## src/rtl/seven_seg_scan_decoder_if.sv

```systemverilog
// Multiplexed 4-digit seven-segment bus (all lines active-low).
// The LED driver is the master; passive monitors take the slave view.
interface seven_seg_scan_decoder_if;
    logic an3;
    logic an2;
    logic an1;
    logic an0;
    logic led_a;
    logic led_b;
    logic led_c;
    logic led_d;
    logic led_e;
    logic led_f;
    logic led_g;
    logic dp;

    modport master (
        output an3, an2, an1, an0,
        output led_a, led_b, led_c, led_d, led_e, led_f, led_g,
        output dp
    );

    modport slave (
        input an3, an2, an1, an0,
        input led_a, led_b, led_c, led_d, led_e, led_f, led_g,
        input dp
    );
endinterface

```

## src/rtl/seven_seg_scan_decoder.sv

```systemverilog
// Passive monitor for a scanned 4-digit seven-segment bus: debounces each
// digit dwell, decodes segments back to hex and reassembles 16-bit frames.
module seven_seg_scan_decoder #(
    parameter int SETTLE_CYCLES  = 4,
    parameter int TIMEOUT_CYCLES = 65536
) (
    input  logic                     clk,
    input  logic                     reset,
    seven_seg_scan_decoder_if.slave  bus,
    output logic [15:0]              frame,
    output logic [3:0]               dp_mask,
    output logic [3:0]               seg_err,
    output logic                     frame_valid,
    output logic                     scan_error,
    output logic                     stale
);

    localparam int TW = $clog2(TIMEOUT_CYCLES + 1);
    localparam logic [7:0]    SETTLE_MAX = 8'(SETTLE_CYCLES);
    localparam logic [7:0]    SETTLE_M1  = 8'(SETTLE_CYCLES - 1);
    localparam logic [TW-1:0] TMO_MAX    = TW'(TIMEOUT_CYCLES);

    logic [3:0]    r_an, p_an;
    logic [6:0]    r_seg, p_seg;
    logic          r_dp, p_dp;
    logic [7:0]    stable_cnt;
    logic          captured;
    logic [3:0]    seen;
    logic [15:0]   work_digit;
    logic [3:0]    work_dp;
    logic [3:0]    work_err;
    logic [TW-1:0] tmo_cnt;

    logic       changed;
    logic [3:0] an_low;
    logic       one_hot;
    logic       multi_low;
    logic [1:0] idx;
    logic       capture;
    logic [4:0] dec;
    logic [3:0] seen_nxt;

    // Returns {err, nibble}; segments arrive active-high in gfedcba order.
    function automatic logic [4:0] decode(input logic [6:0] s);
        logic [4:0] d;
        case (s)
            7'h3F:   d = 5'h00;
            7'h06:   d = 5'h01;
            7'h5B:   d = 5'h02;
            7'h4F:   d = 5'h03;
            7'h66:   d = 5'h04;
            7'h6D:   d = 5'h05;
            7'h7D:   d = 5'h06;
            7'h07:   d = 5'h07;
            7'h7F:   d = 5'h08;
            7'h6F:   d = 5'h09;
            7'h77:   d = 5'h0A;
            7'h7C:   d = 5'h0B;
            7'h39:   d = 5'h0C;
            7'h5E:   d = 5'h0D;
            7'h79:   d = 5'h0E;
            7'h71:   d = 5'h0F;
            default: d = 5'h10;
        endcase
        return d;
    endfunction

    always_comb begin
        changed   = {r_an, r_seg, r_dp} != {p_an, p_seg, p_dp};
        an_low    = ~r_an;
        multi_low = (an_low & (an_low - 4'd1)) != 4'd0;
        one_hot   = (an_low != 4'd0) && !multi_low;
        idx       = 2'd0;
        case (an_low)
            4'b0001: idx = 2'd0;
            4'b0010: idx = 2'd1;
            4'b0100: idx = 2'd2;
            4'b1000: idx = 2'd3;
            default: idx = 2'd0;
        endcase
        capture = one_hot && !changed && !captured
                  && (stable_cnt == SETTLE_M1);
        dec      = decode(~r_seg);
        seen_nxt = (seen == 4'hF) ? 4'h0 : seen;
        if (capture) seen_nxt[idx] = 1'b1;
    end

    // Idle (all-high) is the cleared state of the active-low input register.
    always_ff @(posedge clk) begin
        if (reset) begin
            r_an  <= 4'hF;
            r_seg <= 7'h7F;
            r_dp  <= 1'b1;
            p_an  <= 4'hF;
            p_seg <= 7'h7F;
            p_dp  <= 1'b1;
        end else begin
            r_an  <= {bus.an3, bus.an2, bus.an1, bus.an0};
            r_seg <= {bus.led_g, bus.led_f, bus.led_e, bus.led_d,
                      bus.led_c, bus.led_b, bus.led_a};
            r_dp  <= bus.dp;
            p_an  <= r_an;
            p_seg <= r_seg;
            p_dp  <= r_dp;
        end
    end

    always_ff @(posedge clk) begin
        if (reset) begin
            stable_cnt  <= 8'd0;
            captured    <= 1'b0;
            seen        <= 4'h0;
            work_digit  <= 16'h0;
            work_dp     <= 4'h0;
            work_err    <= 4'h0;
            tmo_cnt     <= '0;
            frame       <= 16'h0;
            dp_mask     <= 4'h0;
            seg_err     <= 4'h0;
            frame_valid <= 1'b0;
            scan_error  <= 1'b0;
        end else begin
            if (changed) begin
                stable_cnt <= 8'd0;
                captured   <= 1'b0;
            end else begin
                if (stable_cnt != SETTLE_MAX) stable_cnt <= stable_cnt + 8'd1;
                if (capture) captured <= 1'b1;
            end
            if (capture) begin
                work_digit[idx*4 +: 4] <= dec[3:0];
                work_dp[idx]           <= ~r_dp;
                work_err[idx]          <= dec[4];
            end
            seen        <= seen_nxt;
            frame_valid <= (seen == 4'hF);
            if (seen == 4'hF) begin
                frame   <= work_digit;
                dp_mask <= work_dp;
                seg_err <= work_err;
            end
            scan_error <= multi_low;
            if (capture) tmo_cnt <= '0;
            else if (tmo_cnt != TMO_MAX) tmo_cnt <= tmo_cnt + TW'(1);
        end
    end

    assign stale = (tmo_cnt == TMO_MAX);

endmodule

```

## src/flat_wrapper.sv

```systemverilog
// flat-port wrapper written by rule: the top's interface ports become plain ports
module seven_seg_scan_decoder_flat 
#(
    parameter int SETTLE_CYCLES  = 4,
    parameter int TIMEOUT_CYCLES = 65536
)
  (clk, reset, frame, dp_mask, seg_err, frame_valid, scan_error, stale, bus_an3, bus_an2, bus_an1, bus_an0, bus_led_a, bus_led_b, bus_led_c, bus_led_d, bus_led_e, bus_led_f, bus_led_g, bus_dp);
  seven_seg_scan_decoder_if bus_i ();
  input  logic clk;
  input  logic reset;
  output logic [15:0] frame;
  output logic [3:0] dp_mask;
  output logic [3:0] seg_err;
  output logic frame_valid;
  output logic scan_error;
  output logic stale;
  input wire logic [$bits(bus_i.an3)-1:0] bus_an3;
  input wire logic [$bits(bus_i.an2)-1:0] bus_an2;
  input wire logic [$bits(bus_i.an1)-1:0] bus_an1;
  input wire logic [$bits(bus_i.an0)-1:0] bus_an0;
  input wire logic [$bits(bus_i.led_a)-1:0] bus_led_a;
  input wire logic [$bits(bus_i.led_b)-1:0] bus_led_b;
  input wire logic [$bits(bus_i.led_c)-1:0] bus_led_c;
  input wire logic [$bits(bus_i.led_d)-1:0] bus_led_d;
  input wire logic [$bits(bus_i.led_e)-1:0] bus_led_e;
  input wire logic [$bits(bus_i.led_f)-1:0] bus_led_f;
  input wire logic [$bits(bus_i.led_g)-1:0] bus_led_g;
  input wire logic [$bits(bus_i.dp)-1:0] bus_dp;
  assign bus_i.an3 = bus_an3;
  assign bus_i.an2 = bus_an2;
  assign bus_i.an1 = bus_an1;
  assign bus_i.an0 = bus_an0;
  assign bus_i.led_a = bus_led_a;
  assign bus_i.led_b = bus_led_b;
  assign bus_i.led_c = bus_led_c;
  assign bus_i.led_d = bus_led_d;
  assign bus_i.led_e = bus_led_e;
  assign bus_i.led_f = bus_led_f;
  assign bus_i.led_g = bus_led_g;
  assign bus_i.dp = bus_dp;
  seven_seg_scan_decoder #(.SETTLE_CYCLES(SETTLE_CYCLES), .TIMEOUT_CYCLES(TIMEOUT_CYCLES)) u_core (.clk(clk), .reset(reset), .bus(bus_i), .frame(frame), .dp_mask(dp_mask), .seg_err(seg_err), .frame_valid(frame_valid), .scan_error(scan_error), .stale(stale));
endmodule
```

## config.mk

```make
export PLATFORM = sky130hd
export DESIGN_NAME = seven_seg_scan_decoder_flat
export DESIGN_NICKNAME = d
export VERILOG_FILES = /design/src/rtl/seven_seg_scan_decoder_if.sv /design/src/rtl/seven_seg_scan_decoder.sv /design/src/flat_wrapper.sv
export SDC_FILE = /design/constraint.sdc
export NUM_CORES = 1
export LEC_CHECK = 0
export BUFFER_PORTS_ARGS = -buffer_cell sky130_fd_sc_hd__clkbuf_2
export CAP_MARGIN = 0
export CORE_UTILIZATION = 55
export CTS_CLUSTER_DIAMETER = 60
export DETAILED_ROUTE_END_ITERATION = 8
export MAX_ROUTING_LAYER = met4
export PLACE_DENSITY = 0.71
export SLEW_MARGIN = 20
export SYNTH_ARGS = -nofsm -noshare
export SYNTH_HDL_FRONTEND = slang
export SYNTH_SLANG_ARGS = --single-unit
```

## constraint.sdc

```tcl
create_clock -name clk -period 5.7 [get_ports clk]
set_input_delay 1.71 -clock clk [delete_from_list [all_inputs] [get_ports clk]]
set_output_delay 1.71 -clock clk [all_outputs]
set_load 0.005 [all_outputs]
```

# Word-level counts from Yosys, hierarchy flattened

Index checks and enable logic that the tools add are counted.

Add/sub/neg operators: 4
$lt $le $gt $ge: 2
Eq/ne operators: 25
Shift operators: 2
Multiplexer cells: 9
Bitwise operators: 5
Reduce and logical (&&, ||, !) cells: 12

Operator list:

| cell                                                                     | number |
|---|---|
| 7-bit == test (second input constant)                                    | 12 |
| 5-bit case mux with 16 select lines                                      | 1 |
| 4-bit negation with 34-bit output                                        | 1 |
| 4-bit by 34-bit variable shift with 16-bit output (first input constant) | 1 |
| 4-bit by 34-bit indexed part select with 16-bit output                   | 1 |
| 17-bit by 1-bit adder with 17-bit output (second input constant)         | 1 |
| 17-bit == test (second input constant)                                   | 1 |
| 17-bit inequality test (second input constant)                           | 1 |
| 16-bit bitwise mux                                                       | 1 |
| 7-bit by 3-bit == test with 1-bit output (second input constant)         | 2 |
| 7-bit by 6-bit == test with 1-bit output (second input constant)         | 2 |
| 12-bit inequality test                                                   | 1 |
| 8-bit by 1-bit adder with 8-bit output (second input constant)           | 1 |
| 4-bit bitwise mux                                                        | 2 |
| 4-bit == test (second input constant)                                    | 2 |
| 8-bit by 2-bit == test with 1-bit output (second input constant)         | 1 |
| 4-bit 2-to-1 mux                                                         | 2 |
| 8-bit by 3-bit inequality test with 1-bit output (second input constant) | 1 |
| 4-bit nonzero test                                                       | 2 |
| 7-bit NOT                                                                | 1 |
| 2-bit case mux with 3 select lines                                       | 1 |
| 1-bit logical AND                                                        | 5 |
| 4-bit AND                                                                | 1 |
| 4-bit by 2-bit == test with 1-bit output (second input constant)         | 1 |
| 11 further kinds                                                         | 14 |

Register bits after elaboration: 104
Input bits: 14
Output and inout port bits: 27
Logic and storage cells: 77

# Depth between registers and ports, before layout

Gate-level depths: netlist of the first run.

Depth in word-level cells: 10
Mapped depth: 10
Gate-level depth less buffers: 8

# Worst setup path after synthesis of the first run

OpenSTA, ideal clock, no wires.

Path kind: register to output
From: reg u_core.tmo_cnt[0]
To: out stale
Arrival: 1.224 ns
Required time: 3.990 ns
Slack: 2.766 ns
Cell stages (with the launch flop): 7
Path buffers: 0
Path through: dfxtp_1 > inv_1 > ha_1 > nor4b_1 > nand4_1 > or2_2 > inv_1

Word-level cells in the longest chain between the ends: 1

Ends and longest elaborated chain:

| what                     | line                          | text |
|---|---|---|
| start: declaration       | seven_seg_scan_decoder.sv:32  | `logic [TW-1:0] tmo_cnt;` |
| start signal: assignment | seven_seg_scan_decoder.sv:144 | `else if (tmo_cnt != TMO_MAX) tmo_cnt <= tmo_cnt + TW'(1);` |
| 17-bit == test           | seven_seg_scan_decoder.sv:148 | `assign stale = (tmo_cnt == TMO_MAX);` |
| end: declaration         | flat_wrapper.sv:16            | `output logic stale;` |

No other way between the ends.

# Final worst setup path of the first run

From: reg u_core.tmo_cnt[1]
To: out stale

The elaborated chain is that of the path after synthesis.

==> run_results.csv, run 1 <==
group,metric,value,unit
run_status,status,"complete, no violations",
worst_setup_path,crit_arrival,1.85,ns
place,hpwl,5860,um
worst_setup_path,worstPathRequired,3.99,ns
die,coreArea,0.00789,mm^2
synthesis,synth-compound-area-share,0.112,
grt,grt_antenna_before_repair,0,
power,vdd_drop_max,160,uV
grt,grt_pass1_wl,14900,um
clock_tree,cts_resized,0,
clock_tree,cts_buffer_depth,2,
finish,final_net_count,560,
grt,grt_max_degree,63,
synthesis,synth_top_family_by_area,"simple AND/OR/NAND/NOR gates",
worst_setup_path,worstPathCellList,"inv_1, ha_1, nor4b_1, nand4_1, or2_2, inv_1, clkbuf_2",
clock_tree,hold_buffers,0,
worst_hold_path,hp-class,"reg2reg",
timing,drv_slew,0,
finish,layout_common_cells,"104 x dfxtp_1, 71 x nand2_1, 42 x nor2_1",
synthesis,synthTopCellsByArea,"dfxtp_1 45%, nand2_1 5.8%, xor2_1 5.0%",
die,start_util,0.581,
synthesis,synthCells,515,
power,p_switching,297,uW
worst_setup_path,reg2reg_depth,8,
place,io_buffers,40,
place,gp_congestion,0.859,
worst_setup_path,rrSetupSlack,3.20,ns
clock_tree,clock-sinks,104,
timing,fmax,281,MHz
die,row_count,32,
routing,drt.antenna.violating_nets,0,
timing,final_hold_viol_count,0,
synthesis,synth_top_area_cell,"dfxtp_1",
power,switching_share,0.235,
power,p_seq_frac,0.596,
routing,drt-initial-drc-count,128,
synthesis,yosys_warnings,0,
synthesis,synth-xor-area-share,0.0746,
worst_setup_path,startpoint_type,"register",
worst_setup_path,cp_slowest_cell,"or2_2",
power,p_total,1.26,mW
worst_hold_path,hp-start,"u_core.work_digit[2]",
worst_setup_path,cp_max_fo,3,
timing,skew,0.00884,ns
clock_tree,cts_tree,"yes",
synthesis,synthArstFlopShare,0,
grt,grt.total_usage,0.220,
clock_tree,clk_latency,0.36,ns
finish,num-fill-cells,711,
power,p_int,968,uW
synthesis,ys_seq_area_frac,0.455,
worst_setup_path,timing.rr.end,"u_core.work_digit[4]",
finish,drive_above_1_share,0.162,
timing,rsz0062_at_grt,"no",
clock_tree,clk_pin_slew,0.09,ns
routing,drt_pre_antenna_iters,4,
finish,area_growth,7.90,%
worst_setup_path,slowest_delay,0.34,ns
finish,ff_latch_area,0.00208,mm^2
worst_hold_path,hold_path_end,"u_core.frame[2]",
clock_tree,cts_root_buffer,"clkbuf_8",
timing,fin_setup_tns,0,ns
synthesis,synth-simple-area-share,0.258,
worst_setup_path,end_kind,"output port",
synthesis,synth_edf_count,0,
synthesis,synth_seq_cells,104,
die,die_h,93.2,um
routing,viasPerCell,5.49,
grt,grt_pass1_vias,3315,
power,power_leakage,1.90,nW
synthesis,synth_top_area_frac,0.455,
worst_setup_path,path_common_cell,"inv_1",
worst_hold_path,whs_path_depth,2,
timing,min_period,3.56,ns
synthesis,synth_fa_ha_area_frac,0.0322,
clock_tree,numCtsBuffers,9,
routing,avgRoutedWirePerCell,13.5,um
synthesis,synthMuxAreaShare,0.0197,
finish,multi_input_area,0.00227,mm^2
power,p_comb_frac,0.063,
timing,setup_violations,0,
routing,num_vias,3512,
grt,gr-total-overflow,0,
die,dieArea,0.00869,mm^2
timing,fin_crit_sh,0.624,
die,dieWidth,93.2,um
worst_setup_path,r2r_start,"u_core.r_an[3]",
synthesis,avgSynthCellArea,8.89,um^2
synthesis,synth.distinct_cells,56,
clock_tree,htree_levels,3,
run,drv_cap,0,
finish,diodes,0,
worst_setup_path,path_class,"reg2out",
clock_tree,cts_setup_buffers,0,
routing,drc_errors,0,
synthesis,synth_area,0.00458,mm^2
synthesis,synth-main-ff-cell,"dfxtp_1",
power,power-per-cell-area,256,mW/mm^2
timing,max_slew.worst_pin.slew,0.804,ns
synthesis,synth_nets,540,
die,io_pins,41,
power,p_clk_frac,0.341,
timing,relSlewSlack,0.464,
finish,layout_commonest_cell,"dfxtp_1",
routing,wl,8620,um
## synthesized netlist by cell type (2+ instances only)
| cell | count |
|---|---|
| nor3_1 | 11 |
| or2_2 | 24 |
| nor3b_1 | 4 |
| nor4_2 | 2 |
| o31ai_1 | 2 |
| and2_1 | 2 |
| o2111ai_1 | 2 |
| nor4b_1 | 3 |
| buf_6 | 2 |
| o21ai_0 | 6 |
| nand2_1 | 71 |
| dfxtp_1 | 104 |
| nand3b_1 | 2 |
| a211oi_1 | 2 |
| a22o_1 | 6 |
| a31oi_1 | 2 |
| o211ai_1 | 3 |
| xnor2_1 | 13 |
| nor4_4 | 2 |
| a21oi_1 | 36 |
| buf_2 | 11 |
| and3_1 | 11 |
| and4_1 | 2 |
| nor4_1 | 8 |
| buf_4 | 3 |
| nand4_1 | 10 |
| nand3_1 | 18 |
| o211a_1 | 2 |
| xor2_1 | 26 |
| and3b_1 | 2 |
| a41o_1 | 2 |
| or3_1 | 4 |
| nor2_1 | 42 |
| inv_1 | 16 |
| a32o_1 | 4 |
| and4b_1 | 2 |
| ha_1 | 11 |
| mux2i_1 | 9 |
| clkbuf_1 | 16 |
## sequential cells by signal, indices dropped and copies added (netlist names)
signal and cells:
u_core.captured 1, u_core.work_err 4, u_core.frame_valid 1, u_core.stable_cnt 8
u_core.p_an 4, u_core.p_dp 1, u_core.scan_error 1, u_core.r_dp 1
u_core.tmo_cnt 17, u_core.p_seg 7, u_core.work_digit 16, u_core.work_dp 4
u_core.r_seg 7, u_core.r_an 4, u_core.frame 16, u_core.dp_mask 4
u_core.seen 4, u_core.seg_err 4
## cell families (layout without fill, tap and decap cells)
kind of cell             Yosys count  count (layout)
XOR/XNOR                          39              39
multiplexers                       9               9
flip-flops                       104             104
AO/OA/AOI/OAI                     77              77
AND/OR/NAND/NOR                  225             225
adder cells (fa/ha/maj)           12              12
buffers and inverters             49              72
## critical path, delay by kind of cell, from the launching register on
family / cells / cell delay, ns
fa+ha+maj: 1 / 0.14
buf+inv: 3 / 0.24
flops: 1 / 0.33
simple gates: 3 / 0.78
## power by group through the flow
stage | clock network, mW | registers [mW] | logic (mW)
final | 0.432 | 0.753 | 0.0791
after global routing | 0.477 | 0.756 | 0.0880
after CTS | 0.443 | 0.753 | 0.0790
after detailed placement | 0 | 0.771 | 0.0785
after global placement | 0 | 0.770 | 0.0763
after floorplan | 0 | 0.758 | 0.0753
## metrics by stage
stage / cell area, um^2 / hold slack (ns) / instances / util / worst slack (ns)
floorplan: 4580 / 0.428 / 515 / - / 2.77
global placement: 4750 / 0.444 / 625 / 0.602 / 2.36
detailed placement: 4750 / 0.445 / 625 / 0.602 / 2.29
CTS: 4930 / 0.457 / 639 / 0.625 / 2.14
global route: 4940 / 0.481 / 640 / 0.626 / 2.01
finish: 4940 / 0.453 / 640 / 0.626 / 2.14
## layout make-up
cell class | count | share of cell area
clock buffer | 11 | 0.0266
clock inverter | 3 | 0.00912
inverter | 16 | 0.0122
multi-input combinational | 362 | 0.460
sequential | 104 | 0.421
tap | 102 | 0.0258
timing repair buffer | 42 | 0.0451
## metal layers
layer	global-route usage	wire length, um	up-vias
li1	-	-	1808
met1	0.266	4190	1632
met2	0.370	4040	62
met3	0.0512	309	10
met4	0.0590	78	0
met5	-	0	-
## worst max-delay path by stage
stage                      startpoint           endpoint  depth (start not counted)
floorplan           u_core.tmo_cnt[0]              stale                          6
global placement                reset  u_core.tmo_cnt[0]                          5
detailed placement              reset  u_core.tmo_cnt[1]                          5
CTS                 u_core.tmo_cnt[1]              stale                          7
global route        u_core.tmo_cnt[1]              stale                          7
finish              u_core.tmo_cnt[1]              stale                          7
(Power assumes the default switching activity.)
==> run 2, diff against run 1 <==
clock period = 3.5 ns   (was 5.7 ns; I/O delays follow)
==> run 2 against run 1 <==
Die area is the same; largest power group unchanged; register-to-register slack lost 2.3 ns; non-clock buffer count is 1 higher; largest cell class unchanged; total power grew 71%; clock skew grew 0.00074 ns; cell count grew 0.47%; combinational power grew 63%; sequential power up 63%; clock-buffer cell count is the same; sequential cell count unchanged.
==> run_results.csv, run 2 (synthesized netlist as in run 1, its figures left out) <==
group,metric,value,unit
run_status,status,"complete, no violations",
clock_tree,clk_pin_slew,0.09,ns
finish,final_cells,643,
timing,fmax,346,MHz
routing,wl,8680,um
timing,fin_crit_sh,0.825,
power,p_int,1.68,mW
timing,skew,0.00959,ns
worst_setup_path,end_kind,"output port",
place,pre_cts_ws,1.00,ns
place,hpwl,6100,um
die,dieArea,0.00869,mm^2
clock_tree,cts_setup_buffers,0,
die,io_pins,41,
worst_setup_path,startpoint,"u_core.tmo_cnt[0]",
finish,diodes,0,
power,p_total,2.17,mW
routing,num_vias,3509,
finish,largest_reg_flops,17,
worst_hold_path,hp-class,"reg2reg",
timing,fin_setup_tns,0,ns
grt,gr-total-overflow,0,
die,die_h,93.2,um
finish,top_regs,"u_core.tmo_cnt (17), u_core.frame (16), u_core.work_digit (16)",
place,place_area,0.00476,mm^2
clock_tree,clock-sinks,104,
timing,final_hold_viol_count,0,
timing,setup_violations,0,
place,io_buffers,40,
clock_tree,numCtsBuffers,9,
finish,layout_common_cells,"104 x dfxtp_1, 71 x nand2_1, 42 x nor2_1",
grt,grt_pass1_wl,15000,um
power,p_comb_frac,0.060,
timing,setup_ws,0.613,ns
timing,rsz0062_at_grt,"no",
finish,design_area,0.00499,mm^2
finish,utilization,0.632,
run,drv_cap,0,
routing,wl_met1,4130,um
clock_tree,clk_latency,0.36,ns
worst_hold_path,hp-start,"u_core.frame[2]",
clock_tree,cts_tree,"yes",
routing,drt-initial-drc-count,195,
worst_setup_path,startpoint_type,"register",
die,start_util,0.581,
place,gp_congestion,0.828,
power,power-per-cell-area,435,mW/mm^2
worst_setup_path,r2r_start,"u_core.r_an[3]",
clock_tree,cts_buffer_depth,2,
timing,holdWs,0.457,ns
finish,drive_above_1_share,0.168,
grt,grt_pass1_vias,3271,
routing,top_layer,"met4",
clock_tree,cts_root_buffer,"clkbuf_8",
power,switching_share,0.227,
power,p_clk_frac,0.374,
grt,grt.total_usage,0.222,
routing,avgRoutedWirePerCell,13.5,um
grt,grt_antenna_before_repair,0,
routing,wl_met2,4090,um
clock_tree,htree_levels,3,
finish,layout_commonest_cell,"dfxtp_1",
routing,drt.antenna.violating_nets,0,
worst_setup_path,worstPathRequired,2.45,ns
worst_setup_path,cp_max_fo,4,
power,p_seq_frac,0.566,
worst_setup_path,path_class,"reg2out",
power,power_leakage,1.93,nW
timing,min_period,2.89,ns
finish,largest_register,"u_core.tmo_cnt",
routing,drc_errors,0,
timing,relSlewSlack,0.483,
clock_tree,cts_resized,0,
finish,area_growth,8.93,%
finish,final_net_count,561,
timing,drv_slew,0,
routing,met3_wirelength,316,um
clock_tree,hold_buffers,0,
die,dieWidth,93.2,um
die,coreArea,0.00789,mm^2
routing,viasPerCell,5.46,
power,vdd_drop_max,265,uV
worst_setup_path,crit_arrival,1.84,ns
power,p_switching,492,uW
place,dp.cells,626,
grt,grt_max_degree,31,
routing,drt_pre_antenna_iters,4,
die,row_count,32,
timing,max_slew.worst_pin.slew,0.776,ns
## run 2: area by class of cell
| class | instances | area (um^2) |
|---|---|---|
| Sequential cell | 104 | 2080 |
| Fill cell | 672 | 2900 |
| Multi-Input combinational cell | 362 | 2270 |
| Inverter | 16 | 60.1 |
| Tap cell | 102 | 128 |
| Clock buffer | 11 | 141 |
| Clock inverter | 5 | 78.8 |
| Timing Repair Buffer | 43 | 226 |
## run 2: final timing paths
path	end	slack, ns	cells past startpoint
setup / recovery	stale	0.61	7
hold / removal	u_core.frame[2]	0.46	2
hold reg to reg	u_core.frame[2]	0.46	2
setup reg to reg	u_core.work_digit[4]	0.93	8
## run 2: power by group through the flow
stage,Sequential (mW),Combinational (mW),Clock (mW)
after floorplan,1.24,0.123,0
after global placement,1.25,0.126,0
after detailed placement,1.25,0.129,0
after CTS,1.23,0.131,0.833
after global routing,1.23,0.147,0.876
final,1.23,0.129,0.811
## run 2: critical path, stage by stage (launching register included)
cell and delay (ns):
dfxtp_1 0.35, inv_1 0.08, ha_1 0.15, nor4b_1 0.23, nand4_1 0.17, or2_2 0.34
inv_1 0.06, clkbuf_2 0.10
## run 2: metal layers
metal | up-vias | global-route usage
met5 | - | -
met4 | 0 | 0.0705
met3 | 14 | 0.0463
met2 | 75 | 0.365
met1 | 1604 | 0.275
li1 | 1816 | -
